==> config.mk <==
export PLATFORM = sky130hd
export DESIGN_NAME = branch_ctrl
export DESIGN_NICKNAME = d
export VERILOG_FILES = /design/src/rtl/branch_pkg.sv /design/src/rtl/nzp_ben_reg.sv /design/src/rtl/branch_ctrl.sv
export SDC_FILE = /design/constraint.sdc
export NUM_CORES = 1
export LEC_CHECK = 0
export BUFFER_PORTS_ARGS = -buffer_cell sky130_fd_sc_hd__buf_2
export CAP_MARGIN = 20
export CELL_PAD_IN_SITES_DETAIL_PLACEMENT = 1
export CELL_PAD_IN_SITES_GLOBAL_PLACEMENT = 2
export CORE_ASPECT_RATIO = 0.7
export CORE_UTILIZATION = 14
export CTS_CLUSTER_SIZE = 16
export DETAILED_ROUTE_END_ITERATION = 6
export PLACE_DENSITY = 0.92
export SETUP_SLACK_MARGIN = 0.15
export SYNTH_ARGS = -nofsm -noshare
export SYNTH_HDL_FRONTEND = slang
export SYNTH_SLANG_ARGS = --single-unit
==> constraint.sdc <==
create_clock -name Clk -period 2 [get_ports Clk]
set_clock_uncertainty 0.2 [all_clocks]
set_input_delay 0.4 -clock Clk [delete_from_list [all_inputs] [get_ports Clk]]
set_output_delay 0.4 -clock Clk [all_outputs]
set_load 0.02 [all_outputs]
==> src/rtl/branch_pkg.sv <==
// ---------------------------------------------------------------------------
// branch_pkg : shared state encoding, opcode and mux-select constants for the
//              LC-3 branch sequencing controller.
// Revision   : 1.0
// ---------------------------------------------------------------------------
`default_nettype none

package branch_pkg;

    typedef enum logic [2:0] {
        S_IDLE      = 3'd0,
        S_DECODE    = 3'd1,
        S_EVAL      = 3'd2,
        S_TAKE_BR   = 3'd3,
        S_JUMP      = 3'd4,
        S_NOT_TAKEN = 3'd5,
        S_DONE      = 3'd6
    } branch_state_t;

    localparam logic [3:0] OP_BR  = 4'b0000;
    localparam logic [3:0] OP_JMP = 4'b1100;

    localparam logic [1:0] PCMUX_PC1   = 2'b00;
    localparam logic [1:0] PCMUX_BUS   = 2'b01;
    localparam logic [1:0] PCMUX_ADDER = 2'b10;

    localparam logic       ADDR1_PC   = 1'b0;
    localparam logic       ADDR1_BASE = 1'b1;

    localparam logic [1:0] ADDR2_ZERO  = 2'b00;
    localparam logic [1:0] ADDR2_OFF6  = 2'b01;
    localparam logic [1:0] ADDR2_OFF9  = 2'b10;
    localparam logic [1:0] ADDR2_OFF11 = 2'b11;

    // One-hot {N,Z,P} for a bus value; exactly one bit is ever set.
    function automatic logic [2:0] nzp_from_bus(input logic [15:0] bus);
        logic w_zero;
        w_zero = (bus == 16'h0000);
        return {bus[15], w_zero, ~bus[15] & ~w_zero};
    endfunction

endpackage

`default_nettype wire

==> src/rtl/nzp_ben_reg.sv <==
// ---------------------------------------------------------------------------
// nzp_ben_reg : NZP condition-code register and BEN branch-enable register.
// Revision    : 1.0
// ---------------------------------------------------------------------------
`default_nettype none

module nzp_ben_reg
    import branch_pkg::*;
(
    input  logic        i_clk,
    input  logic        i_rst,
    input  logic        i_cc_write,
    input  logic [15:0] i_bus,
    input  logic        i_ld_ben,
    input  logic [2:0]  i_ir_nzp,
    output logic        o_n,
    output logic        o_z,
    output logic        o_p,
    output logic        o_ben
);

    logic [2:0] r_nzp;
    logic       r_ben;
    logic       w_ben_next;

    // BEN samples the NZP currently held, so a same-cycle CC_Write is not seen.
    assign w_ben_next = (i_ir_nzp[2] & r_nzp[2]) |
                        (i_ir_nzp[1] & r_nzp[1]) |
                        (i_ir_nzp[0] & r_nzp[0]);

    always_ff @(posedge i_clk) begin
        if (i_rst) begin
            r_nzp <= 3'b010;
            r_ben <= 1'b0;
        end else begin
            if (i_cc_write) begin
                r_nzp <= nzp_from_bus(i_bus);
            end
            if (i_ld_ben) begin
                r_ben <= w_ben_next;
            end
        end
    end

    assign o_n   = r_nzp[2];
    assign o_z   = r_nzp[1];
    assign o_p   = r_nzp[0];
    assign o_ben = r_ben;

endmodule

`default_nettype wire

==> src/rtl/branch_ctrl.sv <==
// ---------------------------------------------------------------------------
// branch_ctrl : LC-3 branch sequencing controller (BR / JMP), fixed 4-cycle
//               Start-to-Done latency. Optional BRANCH_STATS_EN adds
//               taken / not-taken event counters.
// Revision    : 1.0
// ---------------------------------------------------------------------------
`default_nettype none

module branch_ctrl
    import branch_pkg::*;
(
    input  logic        Clk,
    input  logic        Reset,
    input  logic        Start,
    input  logic [15:0] IR,
    input  logic        CC_Write,
    input  logic [15:0] Bus,
    output logic        LD_BEN,
    output logic        LD_PC,
    output logic [1:0]  PCMUX,
    output logic        ADDR1MUX,
    output logic [1:0]  ADDR2MUX,
    output logic [2:0]  SR1,
    output logic        Busy,
    output logic        Done,
    output logic        N,
    output logic        Z,
    output logic        P,
    output logic        BEN
`ifdef BRANCH_STATS_EN
    ,
    output logic [15:0] Taken_Count,
    output logic [15:0] NotTaken_Count
`endif
);

    branch_state_t r_state;
    branch_state_t w_next;

    logic          w_ld_ben;
    logic          w_ld_pc;
    logic [1:0]    w_pcmux;
    logic          w_addr1mux;
    logic [1:0]    w_addr2mux;
    logic [2:0]    w_sr1;
    logic          w_done;
    logic          w_ben;
    logic          w_ir_unused;

    assign w_ir_unused = ^IR[5:0];

    nzp_ben_reg u_nzp_ben_reg (
        .i_clk      (Clk),
        .i_rst      (Reset),
        .i_cc_write (CC_Write),
        .i_bus      (Bus),
        .i_ld_ben   (w_ld_ben),
        .i_ir_nzp   (IR[11:9]),
        .o_n        (N),
        .o_z        (Z),
        .o_p        (P),
        .o_ben      (w_ben)
    );

    always_ff @(posedge Clk) begin
        if (Reset) begin
            r_state <= S_IDLE;
        end else begin
            r_state <= w_next;
        end
    end

    always_comb begin
        w_next     = r_state;
        w_ld_ben   = 1'b0;
        w_ld_pc    = 1'b0;
        w_pcmux    = PCMUX_PC1;
        w_addr1mux = ADDR1_PC;
        w_addr2mux = ADDR2_ZERO;
        w_sr1      = 3'b000;
        w_done     = 1'b0;
        case (r_state)
            S_IDLE: begin
                if (Start) begin
                    w_next = S_DECODE;
                end
            end
            S_DECODE: begin
                w_ld_ben = 1'b1;
                w_next   = S_EVAL;
            end
            S_EVAL: begin
                if (IR[15:12] == OP_BR) begin
                    w_next = w_ben ? S_TAKE_BR : S_NOT_TAKEN;
                end else if (IR[15:12] == OP_JMP) begin
                    w_next = S_JUMP;
                end else begin
                    w_next = S_NOT_TAKEN;
                end
            end
            S_TAKE_BR: begin
                w_ld_pc    = 1'b1;
                w_pcmux    = PCMUX_ADDER;
                w_addr1mux = ADDR1_PC;
                w_addr2mux = ADDR2_OFF9;
                w_next     = S_DONE;
            end
            S_JUMP: begin
                w_ld_pc = 1'b1;
                w_pcmux = PCMUX_BUS;
                w_sr1   = IR[8:6];
                w_next  = S_DONE;
            end
            S_NOT_TAKEN: begin
                w_next = S_DONE;
            end
            S_DONE: begin
                w_done = 1'b1;
                w_next = S_IDLE;
            end
            default: begin
                w_next = S_IDLE;
            end
        endcase
    end

    assign LD_BEN   = w_ld_ben;
    assign LD_PC    = w_ld_pc;
    assign PCMUX    = w_pcmux;
    assign ADDR1MUX = w_addr1mux;
    assign ADDR2MUX = w_addr2mux;
    assign SR1      = w_sr1;
    assign Busy     = (r_state != S_IDLE);
    assign Done     = w_done;
    assign BEN      = w_ben;

`ifdef BRANCH_STATS_EN
    logic [15:0] r_taken_cnt;
    logic [15:0] r_not_taken_cnt;

    // Counting on the EVAL exit edge makes each count coincide with state entry.
    always_ff @(posedge Clk) begin
        if (Reset) begin
            r_taken_cnt     <= 16'h0000;
            r_not_taken_cnt <= 16'h0000;
        end else if (r_state == S_EVAL) begin
            if (w_next == S_TAKE_BR || w_next == S_JUMP) begin
                r_taken_cnt <= r_taken_cnt + 16'h0001;
            end else if (w_next == S_NOT_TAKEN) begin
                r_not_taken_cnt <= r_not_taken_cnt + 16'h0001;
            end
        end
    end

    assign Taken_Count    = r_taken_cnt;
    assign NotTaken_Count = r_not_taken_cnt;
`endif

endmodule

`default_nettype wire

==> results.toml, run 1 <==
[worst_setup_path]
cp_slowest_cell = "dfxtp_4"
crit_family = "flip-flops"
r2r_slack_ns = 0.85
endpoint_kind = "output port"
worstPathArrival_ns = 1.22
max_stage_delay_ns = 0.39
cp_num_buf_inv = 2
crit_required_ns = 1.40
worstPathMaxFanout = 7
start_kind = "flip-flop"
crit_chain = "inv_4 -> and3_4 -> or2_1 -> buf_4"
critPathKind = "flip-flop to output port"

[place]
globalplace.congestion = 0.654
dp_hpwl_mm = 1.27
placedCellCount = 126
io_buffer_count = 43

[synthesis]
yosysSeqAreaShare_pct = 34.4
synth_top_cells_by_area = "dfxtp_1 (34%), nor4_1 (6.1%), nor3_1 (4.9%)"
synth.avg_cell_area_um2 = 8.00
syn-cell-area_um2 = 408
synth_cell_types = 25
yosysWarningCount = 0
netlist_instances = 51
ys_ff_latch = 7
synth_top_area_cell = "dfxtp_1"
yosysTopAreaCellShare_pct = 34.4

[cells_and_area]
final_common_cell = "buf_2"
final_nets = 134
num_antenna_cells = 0
n_fill_cell = 332
drive_above_1_share_pct = 56.7
syn_to_final_growth_pct = 76.1
layoutNonFillerInstCount = 131
layout_common_cells = "buf_2 (42), nand2_1 (4), nor4_1 (4), nor2_1 (4), dfxtp_1 (4)"

[floorplan]
rows = 15
die_width_um = 66.5
pin_count = 52
initial_core_util_pct = 15.6
fp.dieH_um = 47.2
fp.coreArea_mm2 = 0.00261
die_area_mm2 = 0.00314

[clock_network]
cts_tree = "yes"
root_buffer = "clkbuf_8"
cts_inserted_buffers = 3
htree_levels = 1
clkSinkCount = 7
clockBufferDepth = 2
clkTransAtPathRegs_ns = 0.04
clk-insertion-delay-late_ns = 0.23
cts_hold_buf = 0

[timing]
fmax_mhz = 550
setup_viol = 0
hold_viol = 0
period_share_pct = 90.9
min_period_ns = 1.82
slew_viol_final = 0
fin_tns_setup_ns = 0
rsz0062_at_grt = "false"

[outcome]
status = "completed"

[route]
drc = 0
wl_per_cell_um = 11.3
wirelength_mm = 1.48
vias = 569
drt-vias-per-instance = 4.34
drt_iter0_drc = 4
ant_nets = 0
first_pass_iters = 2

[global_route]
grt_max_degree = 12
grt_pass1_wl_mm = 2.36
antenna_found_initial = 0
grt_pass1_vias = 567
overflow = 0
track_usage_pct = 10.9

[flow_run]
drv_cap = 0

[pwr]
max-vdd-ir-drop_uv = 254
leakage_nw = 0.365
power_density_mw_per_mm2 = 714

[worst_hold_path]
min_path_type = "primary input to flip-flop"
-- metrics by stage --
| stage | hold WS, ns | worst slack (ns) | power [mW] | utilization (%) | area (um^2) |
|---|---|---|---|---|---|
| after floorplan | 0.269 | 0.287 | 0.251 | - | 417 |
| after global placement | 0.270 | 0.296 | 0.305 | 25.1 | 654 |
| after detailed placement | 0.309 | 0.265 | 0.311 | 25.1 | 654 |
| after CTS | 0.214 | 0.128 | 0.515 | 26.9 | 702 |
| after global routing | 0.218 | 0.149 | 0.548 | 27.5 | 718 |
| final | 0.207 | 0.181 | 0.513 | 27.5 | 718 |
-- flip-flops by register name, indices dropped and copies added, names as in the netlist --
| register | cells |
|---|---|
| r_state | 3 |
| u_nzp_ben_reg.o_ben | 1 |
| u_nzp_ben_reg.r_nzp | 3 |
-- repair_timing --
item / 4_1_cts / 5_1_grt
gates cloned: 0 / 0
gates resized for setup: 2 / 5
endpoints found under the setup margin: 4 / 4
buffers inserted: 0 / 1
-- path summary, 6_finish.rpt --
path | start | end | cells after the start
hold / removal | IR[15] | r_state[0]$_SDFFE_PP0P_ | 2
hold reg to reg | u_nzp_ben_reg.r_nzp[2]$_SDFFE_PP0P_ | u_nzp_ben_reg.r_nzp[2]$_SDFFE_PP0P_ | 2
setup / recovery | r_state[1]$_SDFFE_PP0P_ | LD_PC | 4
setup reg to reg | r_state[2]$_SDFFE_PP0P_ | u_nzp_ben_reg.o_ben$_SDFFE_PP0P_ | 3
-- cell families after synthesis --
logic type	Yosys count	synth area share, %
AO/OA/AOI/OAI	12	21.5
buffers and inverters	6	7.67
flip-flops	7	34.4
other	1	0.919
AND/OR/NAND/NOR	25	35.6
-- synth_stat cells (all sizes together) --
cell type  instances
dfxtp              7
nand2              4
nor2               4
nor3               4
nor4               4
a21oi              3
and2               3
buf                3
inv                3
a211oi             2
and3               2
o21ai              2
a222oi             1
a311o              1
a311oi             1
a41oi              1
conb               1
nand4b             1
nor3b              1
o211a              1
or2                1
or3                1
-- layer usage --
metal  wire [um]  GRT usage [%]  vias up
li1            -              -      279
met1         577           10.1      258
met2         754           20.8       28
met3         106           3.16        4
met4          45           8.94        0
met5           0              0        -
-- cell type report --
| class | instances | area, um^2 | share of cell area, % |
|---|---|---|---|
| sequential | 7 | 146 | 20.4 |
| inverter | 3 | 13.8 | 1.92 |
| tap | 34 | 42.5 | 5.92 |
| multi-input combinational | 39 | 245 | 34.1 |
| timing repair buffer | 44 | 225 | 31.4 |
| clock buffer | 4 | 45.0 | 6.27 |
-- power by group --
part	internal, mW	switching [mW]
Combinational	0.0644	0.0752
Sequential	0.155	0.0207
Clock	0.138	0.0598
Note: power is estimated with default switching activity, not from simulation.
==> run 2, diff against run 1 <==
--- a/config.mk
+++ b/config.mk
@@ -14,6 +14,7 @@
 export CTS_CLUSTER_SIZE = 16
 export DETAILED_ROUTE_END_ITERATION = 6
 export PLACE_DENSITY = 0.92
+export REMOVE_ABC_BUFFERS = 1
 export SETUP_SLACK_MARGIN = 0.15
 export SYNTH_ARGS = -nofsm -noshare
 export SYNTH_HDL_FRONTEND = slang
==> results.toml, run 2 (synthesis results as in run 1) <==
[route]
drc = 0
wl_per_cell_um = 11.2
ant_nets = 0
drt_iter0_drc = 11
wirelength_mm = 1.47
drt-vias-per-instance = 4.28
first_pass_iters = 4
vias = 561

[clock_network]
cts_tree = "yes"
clkTransAtPathRegs_ns = 0.04
clockBufferDepth = 2
cts_inserted_buffers = 3
clkSinkCount = 7
clk-insertion-delay-late_ns = 0.22
htree_levels = 1
root_buffer = "clkbuf_8"

[worst_setup_path]
cp_slowest_cell = "dfxtp_4"
max_stage_delay_ns = 0.36
critPathKind = "flip-flop to output port"
worstPathArrival_ns = 1.19
crit_family = "simple AND/OR/NAND/NOR gates"
crit_chain = "inv_2 -> and3_4 -> or2_1 -> buf_2"
crit_required_ns = 1.40
endpoint_kind = "output port"
cp_num_buf_inv = 2
start_kind = "flip-flop"
r2r_slack_ns = 0.85
worstPathMaxFanout = 5

[pwr]
power_density_mw_per_mm2 = 711
p_int_mw = 0.355
leakage_nw = 0.365
p_switching_mw = 0.152
combPwrFrac_pct = 27.4
netSwitchingFraction_pct = 29.9
pwr-share-clk_pct = 38.5
pwr-share-seq_pct = 34.1
p_total_mw = 0.507
max-vdd-ir-drop_uv = 249

[timing]
fin_tns_setup_ns = 0
min_period_ns = 1.79
hold_viol = 0
setup_viol = 0
fmax_mhz = 558
rsz0062_at_grt = "false"
slew_viol_final = 0
timing.final.ws_setup_ns = 0.209
period_share_pct = 89.6

[cells_and_area]
syn_to_final_growth_pct = 74.8
final_nets = 134
layout_common_cells = "buf_2 (43), nand2_1 (4), nor4_1 (4), nor2_1 (4), dfxtp_1 (4)"
n_fill_cell = 356
num_antenna_cells = 0
layoutNonFillerInstCount = 131
drive_above_1_share_pct = 56.7
final_common_cell = "buf_2"

[worst_hold_path]
min_path_type = "primary input to flip-flop"

[floorplan]
die_area_mm2 = 0.00314
rows = 15
fp.coreArea_mm2 = 0.00261
fp.dieH_um = 47.2
initial_core_util_pct = 15.6
pin_count = 52
die_width_um = 66.5

[global_route]
track_usage_pct = 10.5
grt_pass1_wl_mm = 2.26
antenna_found_initial = 0
overflow = 0
grt_max_degree = 12
grt_pass1_vias = 532

[flow_run]
drv_cap = 0

[place]
globalplace.congestion = 0.755
place_ws_ns = 0.267
dp_hpwl_mm = 1.28
placedCellCount = 126
io_buffer_count = 43

[outcome]
status = "completed"
[run 2: layout make-up]
class	count	area (um^2)	area share, %
multi-input combinational	39	245	34.4
timing repair buffer	44	223	31.2
sequential	7	146	20.5
clock buffer	4	45.0	6.32
tap	34	42.5	5.96
inverter	3	11.3	1.58
[run 2: path summary, 6_finish.rpt]
path	start	to	depth (start not counted)
worst max-delay path	r_state[1]$_SDFFE_PP0P_	LD_PC	4
worst min-delay path	IR[14]	r_state[0]$_SDFFE_PP0P_	2
worst max register to register	r_state[2]$_SDFFE_PP0P_	r_state[0]$_SDFFE_PP0P_	3
worst min register to register	u_nzp_ben_reg.r_nzp[2]$_SDFFE_PP0P_	u_nzp_ben_reg.r_nzp[2]$_SDFFE_PP0P_	2
[run 2: what timing repair did]
| item | CTS | global route |
|---|---|---|
| hold buffers | 0 | 0 |
| buffers inserted | 0 | 1 |
| setup endpoints to repair | 5 | 5 |
| gates resized for setup | 2 | 4 |
[run 2: metrics by stage]
step	hold WS [ns]	utilization, %	area [um^2]
4_1_cts	0.216	26.7	697
3_3_place_gp	0.269	24.9	649
3_5_place_dp	0.284	24.9	649
5_1_grt	0.215	27.3	713
6_report	0.214	27.3	713
2_1_floorplan	0.269	-	392
[run 2: power by group through the flow]
stage,Combinational (mW),Sequential (mW),Clock [mW]
after global placement,0.131,0.173,0
after floorplan,0.0676,0.178,0
after CTS,0.136,0.173,0.203
after global routing,0.155,0.175,0.213
after detailed placement,0.135,0.174,0
final,0.139,0.173,0.195
[run 2: layer usage]
| metal | track usage (%) | wire (um) |
|---|---|---|
| met5 | 0 | 0 |
| met4 | 8.51 | 45 |
| met3 | 4.13 | 139 |
| met2 | 18.2 | 682 |
| met1 | 10.5 | 600 |
